## src/rtl/addsub_arbiter_pkg.sv

```systemverilog
// Shared types and constants for the add/sub arbiter: FSM state encoding,
// datapath width and operation select codes.
package addsub_arb_pkg;

    localparam int DATA_W = 4;

    localparam logic OP_ADD = 1'b0;
    localparam logic OP_SUB = 1'b1;

    typedef enum logic [1:0] {
        IDLE = 2'd0,
        EXEC = 2'd1,
        HOLD = 2'd2
    } state_t;

endpackage

```

## src/rtl/addsub_arbiter_adder.sv

```systemverilog
// Ripple-carry add/sub unit: sub=1 computes a + ~b + 1, so cout=1 means no borrow.
module addsub_arbiter_adder
    import addsub_arb_pkg::*;
#(
    parameter int W = DATA_W
) (
    input  logic [W-1:0] a,
    input  logic [W-1:0] b,
    input  logic         sub,
    output logic [W-1:0] sum,
    output logic         cout
);

    logic [W:0]   carry;
    logic [W-1:0] b_eff;

    assign carry[0] = sub;

    genvar i;
    generate
        for (i = 0; i < W; i++) begin : g_bit
            assign b_eff[i]     = b[i] ^ sub;
            assign sum[i]       = a[i] ^ b_eff[i] ^ carry[i];
            assign carry[i+1]   = (a[i] & b_eff[i]) | (carry[i] & (a[i] ^ b_eff[i]));
        end
    endgenerate

    assign cout = carry[W];

endmodule

```

## src/rtl/addsub_arbiter.sv

```systemverilog
// Two-requester arbiter sharing one add/sub unit: IDLE -> EXEC -> HOLD per operation.
// Define ADDSUB_ARB_RR_EN for round-robin on contention; default is fixed priority to req0.
module addsub_arbiter
    import addsub_arb_pkg::*;
#(
    parameter int W = DATA_W
) (
    input  logic         clk,
    input  logic         rst,
    input  logic         req0,
    input  logic         req1,
    input  logic         op0,
    input  logic         op1,
    input  logic [W-1:0] a0,
    input  logic [W-1:0] b0,
    input  logic [W-1:0] a1,
    input  logic [W-1:0] b1,
    output logic         gnt0,
    output logic         gnt1,
    output logic         res_valid,
    output logic [W-1:0] res_data,
    output logic         res_cout,
    output logic         res_id,
    input  logic         res_ready
);

    generate
        if (W != DATA_W) begin : g_width_check
            $error("addsub_arbiter: W must be 4");
        end
    endgenerate

    state_t       state;
    logic         lat_op;
    logic [W-1:0] lat_a;
    logic [W-1:0] lat_b;
    logic         lat_id;
    logic         sel_id;
    logic [W-1:0] sum;
    logic         cout;

`ifdef ADDSUB_ARB_RR_EN
    // last_id resets to 1 so that requester 0 wins the first contention
    logic last_id;
    assign sel_id = (req0 && req1) ? ~last_id : req1;
`else
    assign sel_id = ~req0;
`endif

    addsub_arbiter_adder #(.W(W)) u_adder (
        .a    (lat_a),
        .b    (lat_b),
        .sub  (lat_op == OP_SUB),
        .sum  (sum),
        .cout (cout)
    );

    always_ff @(posedge clk) begin
        if (rst) begin
            state     <= IDLE;
            gnt0      <= 1'b0;
            gnt1      <= 1'b0;
            res_valid <= 1'b0;
            res_data  <= '0;
            res_cout  <= 1'b0;
            res_id    <= 1'b0;
            lat_op    <= OP_ADD;
            lat_a     <= '0;
            lat_b     <= '0;
            lat_id    <= 1'b0;
`ifdef ADDSUB_ARB_RR_EN
            last_id   <= 1'b1;
`endif
        end else begin
            gnt0 <= 1'b0;
            gnt1 <= 1'b0;
            case (state)
                IDLE: begin
                    if (req0 || req1) begin
                        lat_id  <= sel_id;
                        lat_op  <= sel_id ? op1 : op0;
                        lat_a   <= sel_id ? a1 : a0;
                        lat_b   <= sel_id ? b1 : b0;
                        gnt0    <= ~sel_id;
                        gnt1    <= sel_id;
`ifdef ADDSUB_ARB_RR_EN
                        last_id <= sel_id;
`endif
                        state   <= EXEC;
                    end
                end
                EXEC: begin
                    res_data  <= sum;
                    res_cout  <= cout;
                    res_id    <= lat_id;
                    res_valid <= 1'b1;
                    state     <= HOLD;
                end
                HOLD: begin
                    if (res_ready) begin
                        res_valid <= 1'b0;
                        state     <= IDLE;
                    end
                end
                default: state <= IDLE;
            endcase
        end
    end

endmodule

```

## config.mk

```make
export PLATFORM = sky130hd
export DESIGN_NAME = addsub_arbiter
export DESIGN_NICKNAME = d
export VERILOG_FILES = /design/src/rtl/addsub_arbiter_pkg.sv /design/src/rtl/addsub_arbiter_adder.sv /design/src/rtl/addsub_arbiter.sv
export SDC_FILE = /design/constraint.sdc
export NUM_CORES = 1
export LEC_CHECK = 0
export BUFFER_PORTS_ARGS = -buffer_cell sky130_fd_sc_hd__buf_4
export CAP_MARGIN = 5
export CORE_AREA = 5 5 53 90
export DETAILED_ROUTE_END_ITERATION = 6
export DIE_AREA = 0 0 58 95
export SETUP_SLACK_MARGIN = 0.15
export SKIP_CTS_REPAIR_TIMING = 1
export SYNTH_ARGS = -nofsm -noshare
export SYNTH_HDL_FRONTEND = slang
export SYNTH_SLANG_ARGS = --single-unit
```

## constraint.sdc

```tcl
create_clock -name clk -period 2 [get_ports clk]
set_input_delay 0 -clock clk [delete_from_list [all_inputs] [get_ports clk]]
set_output_delay 0 -clock clk [all_outputs]
set_load 0.05 [all_outputs]
```

==> impl_metrics.py, run 1 <==
metrics = {
    "run_status": {
        "status": "complete, but fails checks",
        "violations": "hold timing",
    },
    "detailed_routing": {
        "vias": 720,
        "routed_via_density": 4.29,
        "routedWlPerCell_um": 12.3,
        "final_antenna_net_count": 0,
        "drt_iter0_drc": 4,
        "drc_errors": 0,
        "wl_um": 2060,
        "dr.pass1.iters": 3,
    },
    "pwr": {
        "p_leak_nw": 0.593,
        "ir_drop_uv": 327,
        "p_total_mw": 1.03,
        "powerDensity_nw_per_um2": 784,
    },
    "timing": {
        "slew_headroom": 0.623,
        "holdWs_ns": -0.0180,
        "slew_viol_final": 0,
        "worst_slew_pin_slew_ns": 0.566,
        "max_freq_mhz": 511,
        "fin_crit_ns": 1.96,
        "grt_setup_unrepaired": "true",
        "skew_ns": 0.00405,
        "hold_viol": 6,
        "setup_viol": 0,
        "period_share": 0.978,
    },
    "logic_synthesis": {
        "syn-mean-instance-area_sq_um": 11.4,
        "synth_ff_type": "dfxtp_1",
        "synth_mux_area_frac": 0.148,
        "yosysTopAreaCellShare": 0.440,
        "synth_top_family_by_area": "compound AO/OA/AOI/OAI gates",
        "ys_types": 19,
        "syn-num-nets": 110,
        "yosysWarnings": 0,
        "synth_edf_count": 0,
        "netlist_area_sq_um": 956,
        "synth_seq_area_share": 0.440,
        "netlist_instances": 84,
        "yosys.area.top_type": "dfxtp_1",
        "synth_fa_ha_area_frac": 0.0628,
        "synth_seq_cells": 21,
        "synth-compound-area-share": 0.181,
        "synthTopCellsByArea": "dfxtp_1 (44%), mux2i_1 (14%), o2bb2ai_2 (11%)",
        "synth_simple_gate_area_frac": 0.0654,
        "synth_xor_area_frac": 0.0366,
        "async_flop_share": 0,
    },
    "floorplanning": {
        "die_h_um": 95,
        "dieArea_sq_um": 5510,
        "num_rows": 31,
        "die_w_um": 58,
        "ios": 32,
        "coreArea_sq_um": 4030,
        "initial_utilization": 0.237,
    },
    "hold_path": {
        "hold_depth": 2,
        "hold_path_startpoint": "rst",
        "hold_end": "res_data[2]",
        "hold_class": "in -> reg",
    },
    "final_layout": {
        "layout-drive-gt1-share": 0.454,
        "fillers": 428,
        "multi_input_area_sq_um": 488,
        "area_growth_pct": 38.1,
        "layout_common_cells": "buf_4 (34), dfxtp_1 (19), mux2i_1 (13)",
        "seq_area_sq_um": 423,
        "antenna_cells_inserted": 0,
        "nets": 146,
        "final_common_cell": "buf_4",
    },
    "setup_path": {
        "cpPeakStageDelay_ns": 0.42,
        "slowest_stage": "fa_1",
        "required_ns": 2.16,
        "crit_arrival_ns": 2.11,
        "endpoint_kind": "flip-flop",
        "worstSetupPathType": "reg -> reg",
        "r2r_start": "lat_b[0]",
        "worstSetupStartpointType": "flip-flop",
        "regToRegEndpoint": "res_data[3]",
        "worstPathCellList": "mux2_4 > fa_2 > inv_2 > fa_2 > inv_1 > fa_1 > mux2i_1 > nor2_1",
        "critPathMaxFanout": 2,
        "r2r_cells": 8,
        "cpMostUsedCell": "fa_2",
        "reg2reg_slack_ns": 0.04,
    },
    "global_routing": {
        "grt_pass1_wl_um": 3310,
        "grt_overflow_total": 0,
        "grt_max_degree": 14,
        "grt_pass1_vias": 730,
        "track_usage": 0.0815,
        "antenna_found_initial": 0,
    },
    "placement": {
        "place_congestion": 0.685,
        "dp_hpwl_um": 1660,
        "io_buffers": 31,
    },
    "clock_tree": {
        "clock_sinks": 21,
        "clockBufferDepth": 2,
        "clock-root-buffer": "clkbuf_8",
        "cts_tree": "built",
        "ctsHtreeMaxLevel": 1,
        "clk_latency_ns": 0.26,
        "clk_pin_slew_worst_paths_ns": 0.07,
        "cts_made_buffers": 3,
    },
    "run": {
        "drv_cap": 0,
    },
}
cells by family after synthesis:
group | after synthesis
XOR/XNOR | 4
flip-flops | 21
buffers and inverters | 12
multiplexers | 14
AND/OR/NAND/NOR | 14
AO/OA/AOI/OAI | 16
adder cells (fa/ha/maj) | 3
per-layer routing:
layer  GRT usage  wire length, um  part of all wire  up-vias
met4      0.0638               74             0.036        0
met2       0.149             1190              0.58       19
met5           0                0                 0        -
li1            -                -                 -      357
met1      0.0774              681              0.33      339
met3      0.0137              112             0.054        5
power breakdown:
part | switching [mW] | internal (mW)
clock | 0.129 | 0.138
sequential | 0.0325 | 0.459
combinational | 0.150 | 0.126
worst max-delay path, delay by kind of cell (launching register included):
family | cells | cell delay, ns
AND/OR/NAND/NOR | 1 | 0.05
flip-flops | 1 | 0.35
adder cells (fa/ha/maj) | 3 | 0.91
buffers and inverters | 2 | 0.10
multiplexers | 2 | 0.45
cell type report:
| cell class | count | area share |
|---|---|---|
| repair buffers | 36 | 0.209 |
| flip-flops and latches | 21 | 0.320 |
| multi-input cells | 51 | 0.370 |
| clock inverters | 1 | 0.00379 |
| well taps | 49 | 0.0464 |
| inverters | 7 | 0.0199 |
| clock buffers | 3 | 0.0313 |
Yosys cell counts (2+ instances only):
cell and instances:
o2bb2ai_2 7, mux2i_1 13, buf_6 2, nor2_1 12, xnor2_1 2, buf_2 3
inv_1 6, xor2_1 2, o2bb2ai_1 3, a211oi_1 3, dfxtp_1 21, fa_1 3
stage by stage:
stage | instance area, sq um | setup slack (ns) | TNS (ns) | std cells | util
CTS | 1290 | 0.0392 | 0 | 166 | 0.320
finish | 1320 | 0.0435 | 0 | 168 | 0.327
floorplan | 967 | 0.0635 | 0 | 84 | -
global route | 1320 | -0.0125 | -0.0125 | 168 | 0.327
global placement | 1250 | 0.0754 | 0 | 162 | 0.309
detailed placement | 1250 | 0.0410 | 0 | 162 | 0.309
registers in the layout (all words and copies together), names as in the netlist:
signal,cells
gnt0,1
gnt1,1
lat_a,4
lat_b,4
lat_id,1
lat_op,1
res_cout,1
res_data,4
res_id,1
res_valid,1
state,2
worst max-delay path by stage:
stage / from / to / slack [ns] / cells after the start
after global placement: lat_b[0] / res_data[3] / 0.08 / 8
after detailed placement: lat_b[0] / res_data[3] / 0.04 / 8
final: lat_b[0] / res_data[3] / 0.04 / 8
after CTS: lat_b[0] / res_data[3] / 0.04 / 8
after floorplan: lat_b[0] / res_data[3] / 0.06 / 8
after global routing: lat_b[0] / res_data[3] / -0.01 / 8
Note: power is estimated with default switching activity, not from simulation.
==> inputs of run 2 (changes only) <==
--- a/config.mk
+++ b/config.mk
@@ -7,9 +7,10 @@
 export LEC_CHECK = 0
 export BUFFER_PORTS_ARGS = -buffer_cell sky130_fd_sc_hd__buf_4
 export CAP_MARGIN = 5
-export CORE_AREA = 5 5 53 90
+export CORE_AREA = 5 5 76 64
+export CTS_CLUSTER_DIAMETER = 120
 export DETAILED_ROUTE_END_ITERATION = 6
-export DIE_AREA = 0 0 58 95
+export DIE_AREA = 0 0 81 69
 export SETUP_SLACK_MARGIN = 0.15
 export SKIP_CTS_REPAIR_TIMING = 1
 export SYNTH_ARGS = -nofsm -noshare
==> constraint.sdc (replaced) <==
create_clock -name clk -period 2.3 [get_ports clk]
set_input_delay 0 -clock clk [delete_from_list [all_inputs] [get_ports clk]]
set_output_delay 0 -clock clk [all_outputs]
set_load 0.05 [all_outputs]
==> impl_metrics.py, run 2 (synthesized netlist as in run 1, its figures left out) <==
metrics = {
    "hold_path": {
        "hold_class": "in -> reg",
    },
    "timing": {
        "fin_crit_ns": 2.01,
        "worst_slew_pin_slew_ns": 0.586,
        "max_freq_mhz": 497,
        "skew_ns": 0.00367,
        "fin_tns_setup_ns": 0,
        "hold_viol": 0,
        "setup_ws_ns": 0.288,
        "slew_viol_final": 0,
        "holdWs_ns": 0.0293,
        "setup_viol": 0,
        "grt_setup_unrepaired": "false",
        "period_share": 0.875,
        "slew_headroom": 0.609,
    },
    "pwr": {
        "powerDensity_nw_per_um2": 687,
        "ir_drop_uv": 189,
        "p_leak_nw": 0.577,
        "pwr-share-seq": 0.479,
        "p_sw_mw": 0.267,
        "p_int_mw": 0.625,
        "p_total_mw": 0.892,
        "combPwrFrac": 0.255,
        "p_sw_frac": 0.299,
        "clockPowerShare": 0.266,
    },
    "clock_tree": {
        "cts_tree": "built",
        "clock_sinks": 21,
        "cts_made_buffers": 3,
        "clock-root-buffer": "clkbuf_8",
        "clockBufferDepth": 2,
        "ctsHtreeMaxLevel": 1,
        "clk_latency_ns": 0.26,
        "clk_pin_slew_worst_paths_ns": 0.07,
    },
    "setup_path": {
        "endpoint_kind": "flip-flop",
        "cpMostUsedCell": "fa_1",
        "required_ns": 2.45,
        "worstPathCellList": "mux2_4 > fa_1 > inv_1 > fa_1 > inv_1 > fa_1 > mux2i_1 > nor2_1",
        "path_buf_inv": 2,
        "worstSetupStartpointType": "flip-flop",
        "cpPeakStageDelay_ns": 0.43,
        "critPathMaxFanout": 3,
        "slowest_stage": "fa_1",
        "worstSetupPathType": "reg -> reg",
        "crit_family": "adder cells",
        "crit_arrival_ns": 2.17,
    },
    "global_routing": {
        "track_usage": 0.0785,
        "grt_max_degree": 14,
        "grt_pass1_wl_um": 3360,
        "antenna_found_initial": 0,
        "grt_overflow_total": 0,
        "grt_pass1_vias": 719,
    },
    "final_layout": {
        "nets": 144,
        "reg.largest.list": "lat_a x4, lat_b x4, res_data x4",
        "area_growth_pct": 35.9,
        "final_common_cell": "buf_4",
        "fillers": 440,
        "finish.utilization": 0.321,
        "layout-drive-gt1-share": 0.410,
        "antenna_cells_inserted": 0,
        "layout_common_cells": "buf_4 (33), dfxtp_1 (19), mux2i_1 (13)",
    },
    "detailed_routing": {
        "vias": 702,
        "routed_via_density": 4.03,
        "wl_um": 1980,
        "dr.pass1.iters": 3,
        "routedWlPerCell_um": 11.4,
        "drt_iter0_drc": 10,
        "drc_errors": 0,
        "final_antenna_net_count": 0,
    },
    "placement": {
        "place_congestion": 0.694,
        "dp_slack_ns": 0.191,
        "dp_hpwl_um": 1560,
        "io_buffers": 31,
    },
    "floorplanning": {
        "die_w_um": 81,
        "coreArea_sq_um": 4050,
        "num_rows": 21,
        "dieArea_sq_um": 5590,
        "ios": 32,
        "initial_utilization": 0.236,
        "die_h_um": 69,
    },
    "run": {
        "drv_cap": 0,
    },
    "run_status": {
        "status": "finished, final reports clean",
    },
}
==> run 2: power by group through the flow <==
stage / Clock (mW) / Sequential [mW] / Combinational [mW]
2_1_floorplan: 0 / 0.476 / 0.111
3_3_place_gp: 0 / 0.434 / 0.221
3_5_place_dp: 0 / 0.435 / 0.225
4_1_cts: 0.247 / 0.427 / 0.227
5_1_grt: 0.270 / 0.432 / 0.251
6_report: 0.238 / 0.427 / 0.227
==> run 2: final timing paths <==
| kind | from | endpoint | slack (ns) | depth (start not counted) |
|---|---|---|---|---|
| worst max-delay path | lat_b[0] | res_data[3] | 0.29 | 8 |
| worst min-delay path | b1[3] | lat_b[3] | 0.03 | 3 |
| worst max register to register | lat_b[0] | res_data[3] | 0.29 | 8 |
| worst min register to register | lat_a[2] | lat_a[2] | 0.48 | 1 |
==> run 2: cell type report <==
class / count / area (sq um) / share of cell area
multi-input cells: 51 / 475 / 0.366
flip-flops and latches: 21 / 423 / 0.326
repair buffers: 34 / 258 / 0.198
well taps: 57 / 71.3 / 0.0549
clock buffers: 4 / 45.0 / 0.0347
inverters: 7 / 26.3 / 0.0202
==> run 2: layer usage <==
layer  track usage  up-vias  part of all wire
met1        0.0911      326              0.42
met5             0        -                 0
met3        0.0391        2             0.075
met4        0.0169        0            0.0050
li1              -      355                 -
met2         0.129       19              0.50
==> run 2: worst register-to-register path, cell delays in order, from the launching register on <==
cell and delay (ns):
dfxtp_2 0.36, mux2_4 0.31, fa_1 0.35, inv_1 0.07, fa_1 0.15, inv_1 0.05, fa_1 0.43, mux2i_1 0.14
nor2_1 0.05
==> run 2: metrics by stage <==
step	instance area [sq um]	cells
2_1_floorplan	956	84
3_3_place_gp	1230	168
3_5_place_dp	1230	168
4_1_cts	1270	172
5_1_grt	1300	174
6_report	1300	174
==> inputs of run 3 (changes only) <==
--- a/config.mk
+++ b/config.mk
@@ -7,10 +7,11 @@
 export LEC_CHECK = 0
 export BUFFER_PORTS_ARGS = -buffer_cell sky130_fd_sc_hd__buf_4
 export CAP_MARGIN = 5
-export CORE_AREA = 5 5 76 64
+export CORE_AREA = 5 5 54 47
 export CTS_CLUSTER_DIAMETER = 120
 export DETAILED_ROUTE_END_ITERATION = 6
-export DIE_AREA = 0 0 81 69
+export DIE_AREA = 0 0 59 52
+export PLACE_DENSITY = 0.79
 export SETUP_SLACK_MARGIN = 0.15
 export SKIP_CTS_REPAIR_TIMING = 1
 export SYNTH_ARGS = -nofsm -noshare
==> impl_metrics.py, run 3 (synthesized netlist as in run 1, its figures left out) <==
metrics = {
    "final_layout": {
        "antenna_cells_inserted": 0,
        "layout-drive-gt1-share": 0.386,
        "reg.largest.list": "lat_a x4, lat_b x4, res_data x4",
        "final_common_cell": "buf_4",
        "layout_common_cells": "buf_4 (34), dfxtp_1 (19), mux2i_1 (13)",
        "area_growth_pct": 40.2,
        "nets": 154,
        "final_cell_area_sq_um": 1340,
        "stdcell_count": 152,
    },
    "timing": {
        "slew_headroom": 0.514,
        "setup_viol": 0,
        "holdWs_ns": -0.00766,
        "fin_crit_ns": 2.01,
        "skew_ns": 0.00577,
        "period_share": 0.872,
        "worst_slew_pin_slew_ns": 0.728,
        "slew_viol_final": 0,
        "setup_ws_ns": 0.293,
        "fin_tns_setup_ns": 0,
        "grt_setup_unrepaired": "false",
        "max_freq_mhz": 498,
        "hold_viol": 2,
    },
    "detailed_routing": {
        "routedWlPerCell_um": 13.1,
        "drt_iter0_drc": 10,
        "dr.pass1.iters": 4,
        "routed_via_density": 4.91,
        "final_antenna_net_count": 0,
        "drc_errors": 0,
        "vias": 747,
        "wl_um": 1980,
    },
    "floorplanning": {
        "num_rows": 15,
        "initial_utilization": 0.481,
        "coreArea_sq_um": 1990,
        "dieArea_sq_um": 3070,
        "die_h_um": 52,
        "die_w_um": 59,
        "ios": 32,
    },
    "setup_path": {
        "critPathMaxFanout": 2,
        "endpoint_kind": "flip-flop",
        "r2r_cells": 8,
        "required_ns": 2.55,
        "worstSetupStartpointType": "flip-flop",
        "crit_arrival_ns": 2.26,
        "worstSetupPathType": "reg -> reg",
    },
    "placement": {
        "place_congestion": 0.702,
        "dp_cells": 135,
        "dp_slack_ns": 0.209,
        "placed_cell_area_sq_um": 1180,
        "dp_hpwl_um": 1380,
        "io_buffers": 31,
    },
    "run_status": {
        "violations": "hold timing",
        "status": "complete, but fails checks",
    },
    "global_routing": {
        "grt_pass1_vias": 672,
        "grt_max_degree": 14,
        "track_usage": 0.130,
        "antenna_found_initial": 0,
        "grt_pass1_wl_um": 2970,
        "grt_overflow_total": 0,
    },
    "hold_path": {
        "hold_depth": 3,
        "hold_class": "in -> reg",
    },
    "clock_tree": {
        "clk_pin_slew_worst_paths_ns": 0.11,
        "cts_tree": "built",
        "clockBufferDepth": 2,
        "cts_made_buffers": 3,
        "clock-root-buffer": "clkbuf_4",
        "clock_sinks": 21,
        "clk_latency_ns": 0.30,
        "ctsHtreeMaxLevel": 1,
    },
    "pwr": {
        "ir_drop_uv": 428,
        "p_leak_nw": 0.612,
        "powerDensity_nw_per_um2": 633,
    },
    "run": {
        "drv_cap": 0,
    },
}
==> run 3: area by class of cell <==
class,instances,area [sq um]
clock buffers,4,26.3
fillers,179,649
repair buffers,44,355
well taps,25,31.3
inverters,7,26.3
multi-input cells,51,475
flip-flops and latches,21,425
==> run 3: report_power, final <==
group / switching, mW / total (mW) / internal [mW]
registers: 0.0284 / 0.427 / 0.398
logic: 0.129 / 0.247 / 0.118
clock network: 0.107 / 0.174 / 0.0676
==> run 3: final timing paths <==
check             startpoint           to  slack, ns
hold / removal         a1[1]     lat_a[1]     -0.008
setup reg to reg    lat_b[0]  res_data[3]       0.29
hold reg to reg       lat_id       lat_id       0.48
setup / recovery    lat_b[0]  res_data[3]       0.29
==> run 3: through the flow <==
step | power, mW | utilization
global route | 0.900 | 0.674
CTS | 0.829 | 0.608
floorplan | 0.587 | -
finish | 0.848 | 0.674
detailed placement | 0.658 | 0.594
global placement | 0.651 | 0.594
==> run 3: per-layer routing <==
layer	routed length [um]	track usage	vias up
li1	-	-	375
met1	834	0.156	346
met2	962	0.208	24
met3	172	0.0571	2
met4	14	0.0453	0
met5	0	0	-
==> run 3: worst max-delay path: stages (launching register included) <==
cell and delay [ns]:
dfxtp_4 0.37, mux2_4 0.30, fa_1 0.35, inv_1 0.07, fa_1 0.15, inv_1 0.05
fa_1 0.47, mux2i_1 0.06, nor2_1 0.13
